File: config.mk
export PLATFORM = sky130hd
export DESIGN_NAME = instruction_fetch_unit
export DESIGN_NICKNAME = d
export VERILOG_FILES = /design/src/rtl/instruction_fetch_unit_pkg.sv /design/src/rtl/instruction_fetch_unit_fetch_pc_reg.sv /design/src/rtl/instruction_fetch_unit.sv
export SDC_FILE = /design/constraint.sdc
export NUM_CORES = 1
export LEC_CHECK = 0
export CORE_UTILIZATION = 46
export DETAILED_ROUTE_END_ITERATION = 8
export GPL_TIMING_DRIVEN = 0
export PLACE_DENSITY = 0.85
export SLEW_MARGIN = 20
export SYNTH_ARGS = -nofsm -noshare
export SYNTH_HDL_FRONTEND = slang
export SYNTH_SLANG_ARGS = --single-unit
export TNS_END_PERCENT = 100
File: constraint.sdc
create_clock -name i_clk -period 3.65 [get_ports i_clk]
set_clock_uncertainty 0.1 [all_clocks]
set_input_delay 0.73 -clock i_clk [delete_from_list [all_inputs] [get_ports i_clk]]
set_output_delay 0.73 -clock i_clk [all_outputs]
set_load 0.02 [all_outputs]
File: src/rtl/instruction_fetch_unit_pkg.sv
// Shared definitions for the instruction fetch stage: FSM state encoding and
// default geometry of the ROM interface.
package instruction_fetch_unit_pkg;

  localparam int ADDR_W_DEF         = 7;
  localparam int DATA_W_DEF         = 32;
  localparam int START_ADDR_DEF     = 0;
  localparam int TIMEOUT_CYCLES_DEF = 15;

  typedef enum logic [2:0] {
    ST_IDLE,
    ST_REQ,
    ST_HOLD,
    ST_FLUSH,
    ST_HALTED
  } fetch_state_e;

endpackage

File: src/rtl/instruction_fetch_unit_fetch_pc_reg.sv
// Program counter for the fetch stage: sequential increment with silent wrap,
// and a redirect load that takes priority over the increment.
module instruction_fetch_unit_fetch_pc_reg
  import instruction_fetch_unit_pkg::*;
#(
  parameter int ADDR_W     = ADDR_W_DEF,
  parameter int START_ADDR = START_ADDR_DEF
) (
  input  logic              i_clk,
  input  logic              i_rst_n,
  input  logic              i_inc,
  input  logic              i_load,
  input  logic [ADDR_W-1:0] i_load_pc,
  output logic [ADDR_W-1:0] o_pc
);

  logic [ADDR_W-1:0] r_pc;
  logic [ADDR_W-1:0] w_pc_inc;

  assign w_pc_inc = r_pc + {{(ADDR_W-1){1'b0}}, 1'b1};

  always_ff @(posedge i_clk or negedge i_rst_n) begin
    if (!i_rst_n) begin
      r_pc <= ADDR_W'(START_ADDR);
    end else if (i_load) begin
      r_pc <= i_load_pc;
    end else if (i_inc) begin
      r_pc <= w_pc_inc;
    end
  end

  assign o_pc = r_pc;

endmodule

File: src/rtl/instruction_fetch_unit.sv
// Fetch stage in front of the instruction ROM: issues reads at the PC, buffers
// one returned word and hands it to the execution engine via valid/ready.
//
// state     | meaning
// ----------+-------------------------------------------------------------
// ST_IDLE   | first cycle after reset release
// ST_REQ    | ROM enabled at pc, waiting for the read-complete strobe
// ST_HOLD   | word captured, waiting for the consumer to accept it
// ST_FLUSH  | one enable-low cycle so the ROM sees a fresh request
// ST_HALTED | no fetches issued until halt drops
module instruction_fetch_unit
  import instruction_fetch_unit_pkg::*;
#(
  parameter int ADDR_W         = ADDR_W_DEF,
  parameter int DATA_W         = DATA_W_DEF,
  parameter int START_ADDR     = START_ADDR_DEF,
  parameter int TIMEOUT_CYCLES = TIMEOUT_CYCLES_DEF
) (
  input  logic              i_clk,
  input  logic              i_rst_n,
  output logic [ADDR_W-1:0] o_inst_addr,
  output logic              o_inst_enable,
  input  logic              i_inst_did_read,
  input  logic [DATA_W-1:0] i_inst_bus,
  output logic [DATA_W-1:0] o_instr,
  output logic [ADDR_W-1:0] o_instr_pc,
  output logic              o_instr_valid,
  input  logic              i_instr_ready,
  input  logic              i_redirect,
  input  logic [ADDR_W-1:0] i_redirect_pc,
  input  logic              i_halt,
  output logic              o_fetch_timeout
);

  localparam int CNT_W = $clog2(TIMEOUT_CYCLES);

  fetch_state_e      r_state;
  fetch_state_e      w_state_next;
  logic [CNT_W-1:0]  r_cnt;
  logic [CNT_W-1:0]  w_cnt_next;
  logic [DATA_W-1:0] r_instr;
  logic [ADDR_W-1:0] r_instr_pc;
  logic              r_instr_valid;
  logic              r_fetch_timeout;
  logic [ADDR_W-1:0] w_pc;
  logic              w_pc_inc;
  logic              w_capture;
  logic              w_valid_clr;
  logic              w_timeout;

  instruction_fetch_unit_fetch_pc_reg #(
    .ADDR_W     (ADDR_W),
    .START_ADDR (START_ADDR)
  ) u_pc_reg (
    .i_clk     (i_clk),
    .i_rst_n   (i_rst_n),
    .i_inc     (w_pc_inc),
    .i_load    (i_redirect),
    .i_load_pc (i_redirect_pc),
    .o_pc      (w_pc)
  );

  always_comb begin
    w_state_next = r_state;
    w_cnt_next   = '0;
    w_pc_inc     = 1'b0;
    w_capture    = 1'b0;
    w_valid_clr  = 1'b0;
    w_timeout    = 1'b0;

    unique case (r_state)
      ST_IDLE: w_state_next = i_halt ? ST_HALTED : ST_REQ;
      ST_REQ: begin
        // Halt is deliberately not sampled here; the outstanding read finishes first.
        if (i_inst_did_read) begin
          w_capture    = 1'b1;
          w_state_next = ST_HOLD;
        end else if (r_cnt == CNT_W'(TIMEOUT_CYCLES - 1)) begin
          w_timeout    = 1'b1;
          w_state_next = ST_FLUSH;
        end else begin
          w_cnt_next = r_cnt + {{(CNT_W-1){1'b0}}, 1'b1};
        end
      end
      ST_HOLD: begin
        if (i_instr_ready) begin
          w_valid_clr  = 1'b1;
          w_pc_inc     = 1'b1;
          w_state_next = i_halt ? ST_HALTED : ST_REQ;
        end
      end
      ST_FLUSH:  w_state_next = i_halt ? ST_HALTED : ST_REQ;
      ST_HALTED: if (!i_halt) w_state_next = ST_REQ;
      default:   w_state_next = ST_IDLE;
    endcase

    // Redirect overrides everything: a same-cycle strobe or timeout is dropped.
    if (i_redirect) begin
      w_capture    = 1'b0;
      w_timeout    = 1'b0;
      w_pc_inc     = 1'b0;
      w_cnt_next   = '0;
      w_valid_clr  = (r_state == ST_HOLD);
      w_state_next = (r_state == ST_HALTED) ? ST_HALTED : ST_FLUSH;
    end
  end

  always_ff @(posedge i_clk or negedge i_rst_n) begin
    if (!i_rst_n) begin
      r_state         <= ST_IDLE;
      r_cnt           <= '0;
      r_instr         <= '0;
      r_instr_pc      <= '0;
      r_instr_valid   <= 1'b0;
      r_fetch_timeout <= 1'b0;
    end else begin
      r_state <= w_state_next;
      r_cnt   <= w_cnt_next;
      if (w_capture) begin
        r_instr       <= i_inst_bus;
        r_instr_pc    <= w_pc;
        r_instr_valid <= 1'b1;
      end else if (w_valid_clr) begin
        r_instr_valid <= 1'b0;
      end
      if (w_timeout) begin
        r_fetch_timeout <= 1'b1;
      end
    end
  end

  assign o_inst_addr     = w_pc;
  assign o_inst_enable   = (r_state == ST_REQ);
  assign o_instr         = r_instr;
  assign o_instr_pc      = r_instr_pc;
  assign o_instr_valid   = r_instr_valid;
  assign o_fetch_timeout = r_fetch_timeout;

endmodule

Yosys cells after proc, flatten, opt, wreduce, memory -nomap -nowiden
Index checks and enable logic that the tools add are counted.
{"block": "classes", "add_sub_neg": 2, "eq_ne": 8, "muxes": 27, "n_reduce_logical": 5}
{"op": "$mux W3", "n": 7}
{"op": "$mux W4", "n": 4}
{"op": "$mux W7", "n": 2}
{"op": "$mux W1", "n": 13}
{"op": "$pmux W3 S4", "n": 1}
{"op": "$add A7 B1 Y7 const B", "n": 1}
{"op": "$eq A3 B2 Y1 const B", "n": 2}
{"op": "$ne A3 B3 Y1 const B", "n": 2}
{"op": "$add A4 B1 Y4 const B", "n": 1}
{"op": "$eq A4 B4 Y1 const B", "n": 1}
{"op": "$ne A4 B1 Y1 const B", "n": 1}
{"op": "$reduce_bool A2 Y1", "n": 2}
{"op": "$eq A3 B1 Y1 const B", "n": 1}
{"op": "$eq A3 B3 Y1 const B", "n": 1}
{"op": "$logic_not A3 Y1", "n": 1}
{"op": "$reduce_and A3 Y1", "n": 1}
{"op": "$reduce_or A2 Y1", "n": 1}
{"block": "totals", "regBits": 55, "in_bits": 45, "wordCells": 49}

Depth between registers and ports, before layout
Gate-level depths: netlist (run 1).
{"block": "logic_depth", "depth_word": 5, "mapped_depth": 6, "depth_no_buf": 6}

By module
From an unflattened synthesis (run 1), not the netlist that was laid out.
{"block": "hier_totals", "hier_cells": 180, "area_unflattened_um2": 2507.4}
{"mod": "instruction_fetch_unit", "n_inst": 1, "cells_per_inst": 142, "area_per_inst_um2": 2157.1}
{"mod": "instruction_fetch_unit_fetch_pc_reg", "n_inst": 1, "cells_per_inst": 38, "area_per_inst_um2": 350.3}

Least setup slack after synthesis (run 1)
Ideal clock, no wire load.
{"block": "synth_timing", "kind": "register -> output", "start": "register r_state[2]", "end": "output o_inst_enable", "arrival_time_ns": 0.987, "required_time_ns": 2.820, "path_slack_ns": 1.833, "path_stages_with_launch": 4, "n_path_buf": 1, "path_cell_list": "dfrtp_1 -> buf_2 -> nand2b_1 -> nor2_1"}
{"block": "synth_between", "elab_chain_len": 1}
{"item": "start, declared", "line": "instruction_fetch_unit.sv:37", "rtl": "fetch_state_e r_state;"}
{"item": "start signal, assigned", "line": "instruction_fetch_unit.sv:117", "rtl": "r_state <= w_state_next;"}
{"item": "$eq A3 B1 Y1", "line": "instruction_fetch_unit.sv:133", "rtl": "assign o_inst_enable = (r_state == ST_REQ);"}
{"item": "end, declared", "line": "instruction_fetch_unit.sv:22", "rtl": "output logic o_inst_enable,"}
No other way between the ends.

Worst setup path in the final report (run 1)
Ends and elaborated chain as after synthesis.

==> summary.md, run 1 <==
| Metric | Value |
|---|---|
| Diode count | 0 |
| Area contributors post-synth | dfrtp_1 60%, mux2_2 18%, nand2_1 2.3%, xor2_1 2.3%, o21ai_0 1.8% |
| Yosys cell types | 29 |
| Worst EP required | 2.82 ns |
| Status | complete, no violations |
| Register area | 1376 um^2 |
| Worst slew pin tran | 0.6695 ns |
| XOR/XNOR Fraction of Synth Area | 3.063% |
| Core region area | 4755 um^2 |
| # IOs | 94 |
| Maxcap violations | 0 |
| Worst r2r path cells | 6 |
| Syn Std Cell Area | 2287 um^2 |
| Rows | 25 |
| Syn_area_per_cell | 13.07 um^2 |
| Share of cells above drive strength 1 | 18.48% |
| Largest family of logic cells by synthesized area | multiplexers |
| Syn. warnings | 0 |
| Setup TNS | 0 ns |
| Total gr overflow | 0 |
| Kind of critical path | reg -> out |
| Vias per inst | 4.948 |
| Gr usage total | 19.02% |
| RR Startpoint | r_state[2] |
| First-pass GRT wire length | 7728 um |
| Peak VDD IR | 0.3863 mV |
| Buf/Inv on CP | 2 |
| PD cells | 725.1 nW/um^2 |
| # Post-CTS Setup Buffers | 0 |
| Cell family with most CP delay | buffers and inverters |
| Via Count | 1697 |
| Fin nets | 323 |
| Async SR Flop Fraction | 100.0% |
| Root Buffer Master | clkbuf_8 |
| Clock Sinks | 55 |
| Syn_nets | 223 |
| Area growth, synth to finish | 47.81% |
| Max FO, Critical Path | 9 |
| Mux contribution to synthesized area | 20.08% |
| FF-to-FF setup slack | 1.81 ns |
| Worst-path clk slew | 0.09 ns |
| Ratio of final minimum period to clock period | 72.91% |
| RSZ-0062 raised after global routing | no |
| Dpl hpwl | 3413 um |
| DIE WIDTH | 72.52 um |
| CP Data Arrival Time | 1.83 ns |
| Initial antenna violation count | 0 |
| Crit-path cells | buf_2, nand2b_1, nor2_1, clkdlybuf4s50_1 |
| Routed WL | 4680 um |
| Placer congestion estimate | 0.7396 |
| Clk buf depth | 2 |
| CTS Buf Count | 5 |
| CTS Hold Bufs | 0 |
| Worst-Skew Late Latency | 0.30 ns |
| Cell accounting for the most synthesized area | dfrtp_1 |
| CTS tree | built |
| Period minus WS final | 2.661 ns |
| Share of the synthesized area in the top cell type | 60.18% |
| Sequential fraction of the synthesis area | 60.18% |
| PortBufs | 93 |
| Routed Antenna Nets | 0 |
| Worst reg2reg endpoint | o_instr_pc[5] |
| Final setup viols | 0 |
| Multi-input logic area | 862.1 um^2 |
| Overall power | 2.451 mW |
| Worst Setup End Kind | output pin |
| Die area | 5258 um^2 |
| Min-delay worst type | in -> async |
| Fill count | 363 |
| # resized after CTS | 0 |
| EDFF count, synth | 0 |
| Synthesized instance count | 175 |
| Drt first-iter violations | 58 |
| Synth Area in Simple Gates | 8.370% |
| Number of synthesized register bits | 55 |
| Vias in the first global route | 1712 |
| Slowest-stage cell, CP | clkdlybuf4s50_1 |
| Synth Area in Compound Gates | 4.540% |
| Fmax | 0.3758 GHz |
| Drt first pass iters | 4 |
| Die Span Y | 72.52 um |
| Final Max Slew Viols | 0 |
| Synthesized-area fraction occupied by adder cells | 1.641% |
| Initial Utilization | 48.11% |
| CP max stage delay | 0.63 ns |
| P_leak | 1.445 nW |
| Htree depth | 2 |
| Startpoint types | flop |
| Top_reg_cell synth | dfrtp_1 |
| Hold Fails Final Rpt | 0 |
| DR WL/cell | 13.64 um |
| Max-slew headroom | 55.37% |
| Largest net degree at the start of global routing | 56 |
| DR DRC count | 0 |
==> cell families after synthesis <==
family          count (synthesis)
fa+ha+maj                       3
buf+inv                        11
xor+xnor                        8
compound gates                 17
simple gates                   40
flops                          55
mux                            41
==> final cells by class <==
class,count,area share [%]
Clock buffer,7,2.258
Buffer,9,1.221
Timing Repair Buffer,93,27.46
Sequential cell,55,40.71
Clock inverter,1,0.1480
Inverter,2,0.2221
Multi-Input combinational cell,109,25.50
Tap cell,67,2.480
==> synthesized netlist by cell type, drive strengths merged (3+ instances only) <==
| cell | instances |
|---|---|
| nor2 | 10 |
| dfrtp | 55 |
| ha | 3 |
| xor2 | 6 |
| mux2 | 39 |
| nand2b | 3 |
| o21ai | 10 |
| clkbuf | 3 |
| buf | 6 |
| nand4 | 3 |
| nand3 | 3 |
| nand2 | 14 |
==> registers in the layout, summed over array words and instances (netlist names) <==
signal / cells
o_instr: 32
r_state: 3
u_pc_reg.o_pc: 7
o_fetch_timeout: 1
o_instr_valid: 1
r_cnt: 4
o_instr_pc: 7
==> worst register-to-register path, stage by stage, from the launching register on <==
cell	delay, ns
dfrtp_1	0.36
buf_2	0.17
nand2b_1	0.21
nor3_1	0.18
nand2_1	0.15
buf_2	0.23
mux2_1	0.33
==> metal layers <==
layer  share of wire [%]  up-vias  global-route usage (%)
met2                  51       59                   33.13
li1                    -      810                       -
met4                0.94        0                   6.754
met1                  42      823                   22.60
met5                   0        -                       0
met3                 6.7        5                   5.139
==> worst max path at each step <==
stage | start | end | cells after the start
final | r_state[2] | o_inst_enable | 4
after floorplan | r_state[2] | o_inst_enable | 3
after CTS | r_state[2] | o_inst_enable | 4
after global routing | r_state[2] | o_inst_enable | 4
after detailed placement | i_redirect | u_pc_reg.o_pc[0] | 4
after global placement | i_rst_n | o_instr[0] | 1
==> power breakdown <==
group / total [mW] / internal (mW) / switching [mW]
Clock: 0.314 / 0.135 / 0.179
Sequential: 0.963 / 0.846 / 0.117
Combinational: 1.17 / 0.633 / 0.542
==> cell usage in the layout, fill, tap and decap left out, types with 2 or more instances in the layout <==
master           Yosys  routed
o21ai_0              8       8
buf_2                6       6
nand2_1             14      14
ha_1                 3       3
xnor2_1              2       2
o21ai_1              2       2
a21oi_1              2       2
nor2_1              10      10
dfrtp_1             55      55
clkbuf_8             0       5
nand3_1              3       3
xor2_1               6       6
nand2b_1             3       3
mux2_1               2       2
nor3_1               2       2
nand4_1              3       3
clkdlybuf4s50_1      0      92
mux2i_1              2       2
clkbuf_1             3       5
inv_1                2       2
mux2_2              37      37
==> stage by stage <==
| step | hold WS, ns | util (%) | instances | area, um^2 | setup slack [ns] |
|---|---|---|---|---|---|
| floorplan | 0.3344 | - | 175 | 2287 | 1.833 |
| global placement | 0.3632 | 69.45 | 335 | 3302 | 0.07147 |
| detailed placement | 0.3567 | 69.39 | 335 | 3299 | 1.224 |
| CTS | 0.3860 | 71.11 | 343 | 3381 | 0.9741 |
| global route | 0.3960 | 71.11 | 343 | 3381 | 0.9084 |
| finish | 0.3598 | 71.11 | 343 | 3381 | 0.9887 |
Power figures use the tool's default switching activity.
==> run 2: changes to the inputs <==
--- a/config.mk
+++ b/config.mk
@@ -5,10 +5,10 @@
 export SDC_FILE = /design/constraint.sdc
 export NUM_CORES = 1
 export LEC_CHECK = 0
-export CORE_UTILIZATION = 46
+export CORE_UTILIZATION = 43
 export DETAILED_ROUTE_END_ITERATION = 8
 export GPL_TIMING_DRIVEN = 0
-export PLACE_DENSITY = 0.85
+export PLACE_DENSITY = 0.8
 export SLEW_MARGIN = 20
 export SYNTH_ARGS = -nofsm -noshare
 export SYNTH_HDL_FRONTEND = slang
==> constraint.sdc (replaced) <==
create_clock -name i_clk -period 2.65 [get_ports i_clk]
set_clock_uncertainty 0.1 [all_clocks]
set_input_delay 0.53 -clock i_clk [delete_from_list [all_inputs] [get_ports i_clk]]
set_output_delay 0.53 -clock i_clk [all_outputs]
set_load 0.02 [all_outputs]
==> summary.md, run 2 (synthesis results as in run 1) <==
| Metric | Value |
|---|---|
| Status | complete, no violations (unchanged) |
| Number of flip-flops in the largest register | 32 (unchanged) |
| Diode count | 0 (unchanged) |
| Most frequent cells in the layout | 92 x clkdlybuf4s50_1, 55 x dfrtp_1, 37 x mux2_2 (unchanged) |
| Worst-Skew Late Latency | 0.29 ns (was 0.30 ns) |
| Maxcap violations | 0 (unchanged) |
| Fin nets | 323 (unchanged) |
| Max-slew headroom | 54.94% (was 55.37%) |
| # resized after CTS | 0 (unchanged) |
| Switching portion of total power | 34.12% (was 34.17%) |
| Drt first pass iters | 4 (unchanged) |
| Die Span Y | 74.93 um (was 72.52 um) |
| Initial antenna violation count | 0 (unchanged) |
| Flop pwr share | 39.3% (about the same) |
| Dpl cells | 338 (was 335) |
| Routed WL | 4571 um (was 4680 um) |
| Largest net degree at the start of global routing | 56 (unchanged) |
| Clock Sinks | 55 (unchanged) |
| RR Startpoint | r_state[2] (unchanged) |
| Worst EP required | 2.02 ns (was 2.82 ns) |
| PortBufs | 93 (unchanged) |
| Clk network pwr share | 13.0% (was 12.8%) |
| CP Data Arrival Time | 1.80 ns (was 1.83 ns) |
| Ratio of final minimum period to clock period | 91.83% |
| Worst reg2reg endpoint | o_instr[1] (was o_instr_pc[5]) |
| Routed Antenna Nets | 0 (unchanged) |
| Final cell count without fillers | 346 (was 343) |
| Setup ws final | 0.2164 ns (was 0.9887 ns) |
| Combinational Power Share | 47.8% (was 47.9%) |
| First-pass GRT wire length | 7196 um (was 7728 um) |
| Period minus WS final | 2.434 ns |
| Critical path origin | r_state[2] (unchanged) |
| Vias per inst | 4.841 (was 4.948) |
| Final setup viols | 0 (unchanged) |
| Initial Utilization | 44.78% (was 48.11%) |
| Commonest non-fill, non-tap cell in the layout | clkdlybuf4s50_1 (unchanged) |
| Min-delay worst type | in -> async (unchanged) |
| Max FO, Critical Path | 9 (unchanged) |
| Final Core Density | 66.34% (was 71.11%) |
| Final Max Slew Viols | 0 (unchanged) |
| Worst Setup End Kind | output pin (unchanged) |
| PD cells | 995.2 nW/um^2 (was 725.1 nW/um^2) |
| FF-to-FF setup slack | 0.87 ns (was 1.81 ns) |
| Rows | 26 (was 25) |
| Drt first-iter violations | 88 (was 58) |
| Area growth, synth to finish | 48.14% (was 47.81%) |
| Pre-CTS WS | 0.4409 ns (was 1.224 ns) |
| DIE WIDTH | 74.93 um (was 72.52 um) |
| Placer congestion estimate | 0.7895 (was 0.7396) |
| NetSw | 1.150 mW (was 0.8376 mW) |
| DR WL/cell | 13.21 um (was 13.64 um) |
| RSZ-0062 raised after global routing | no (unchanged) |
| Hold Fails Final Rpt | 0 (unchanged) |
| # IOs | 94 (unchanged) |
| Gr usage total | 16.70% (was 19.02%) |
| Worst r2r path cells | 6 (unchanged) |
| Vias in the first global route | 1632 (was 1712) |
| CTS Hold Bufs | 0 (unchanged) |
| CTS tree | built (unchanged) |
| Via Count | 1675 (was 1697) |
| Clk buf depth | 2 (unchanged) |
| Startpoint types | flop (unchanged) |
| Root Buffer Master | clkbuf_8 (unchanged) |
| Overall power | 3.372 mW (was 2.451 mW) |
| CTS Buf Count | 5 (unchanged) |
| Worst-path clk slew | 0.09 ns (about the same) |
| Die area | 5615 um^2 (was 5258 um^2) |
| P_leak | 1.444 nW (was 1.445 nW) |
| Hold slack | 0.1675 ns (was 0.3598 ns) |
| Peak VDD IR | 0.5309 mV (was 0.3863 mV) |
| Kind of critical path | reg -> out (unchanged) |
| DR DRC count | 0 (unchanged) |
| Fmax | 0.4109 GHz |
| Total gr overflow | 0 (unchanged) |
| Dpl hpwl | 3411 um (was 3413 um) |
| # Post-CTS Setup Buffers | 0 (unchanged) |
| Htree depth | 2 (unchanged) |
| Internal power | 2.222 mW (was 1.614 mW) |
| Worst slew pin tran | 0.6759 ns (was 0.6695 ns) |
| Share of cells above drive strength 1 | 18.84% (was 18.48%) |
| Core region area | 5107 um^2 (was 4755 um^2) |
==> run 2: changes by cell type in the layout (fill, tap and decap cells not counted) <==
cell and delta:
clkinvlp_4 +1, clkbuf_1 -1
==> run 2: how the worst max path moves through the flow <==
stage,to,slack [ns],cells after the start
final,o_inst_enable,0.22,4
after detailed placement,u_pc_reg.o_pc[1],0.44,4
after CTS,o_inst_enable,0.18,4
after global placement,o_instr[21],-0.75,1
after global routing,o_inst_enable,0.10,4
after floorplan,o_inst_enable,1.03,3
==> run 2: layer usage <==
layer | track usage [%] | vias to the layer above | share of wire (%)
met5 | 0 | - | 0
met4 | 2.516 | 0 | 0.13
met3 | 5.221 | 2 | 8.1
met2 | 27.73 | 56 | 49
met1 | 22.07 | 808 | 43
li1 | - | 809 | -
==> run 2: cell type report <==
cell class / count / area, um^2
inverter: 2 / 7.507
multi-input combinational: 109 / 862.1
timing repair buffer: 93 / 928.4
tap: 70 / 87.58
sequential: 55 / 1376
buffer: 9 / 41.29
clock buffer: 6 / 72.57
clock inverter: 2 / 12.51
fill: 427 / 1719
==> run 2: metrics by stage <==
stage	TNS, ns	cell area, um^2
global route	0	3388
CTS	0	3388
finish	0	3388
floorplan	0	2287
global placement	-40.97	3306
detailed placement	0	3303
==> run 2: power groups by stage <==
stage / logic, mW / clock network [mW] / registers (mW)
after global routing: 1.73 / 0.485 / 1.38
after global placement: 1.60 / 0 / 1.33
after detailed placement: 1.62 / 0 / 1.35
final: 1.61 / 0.438 / 1.32
after CTS: 1.63 / 0.462 / 1.33
after floorplan: 0.418 / 0 / 1.73
==> run 2: critical path, stage by stage, from the launching register on <==
cell             delay, ns
dfrtp_1               0.36
buf_2                 0.16
nand2b_1              0.20
nor2_1                0.16
clkdlybuf4s50_1       0.63
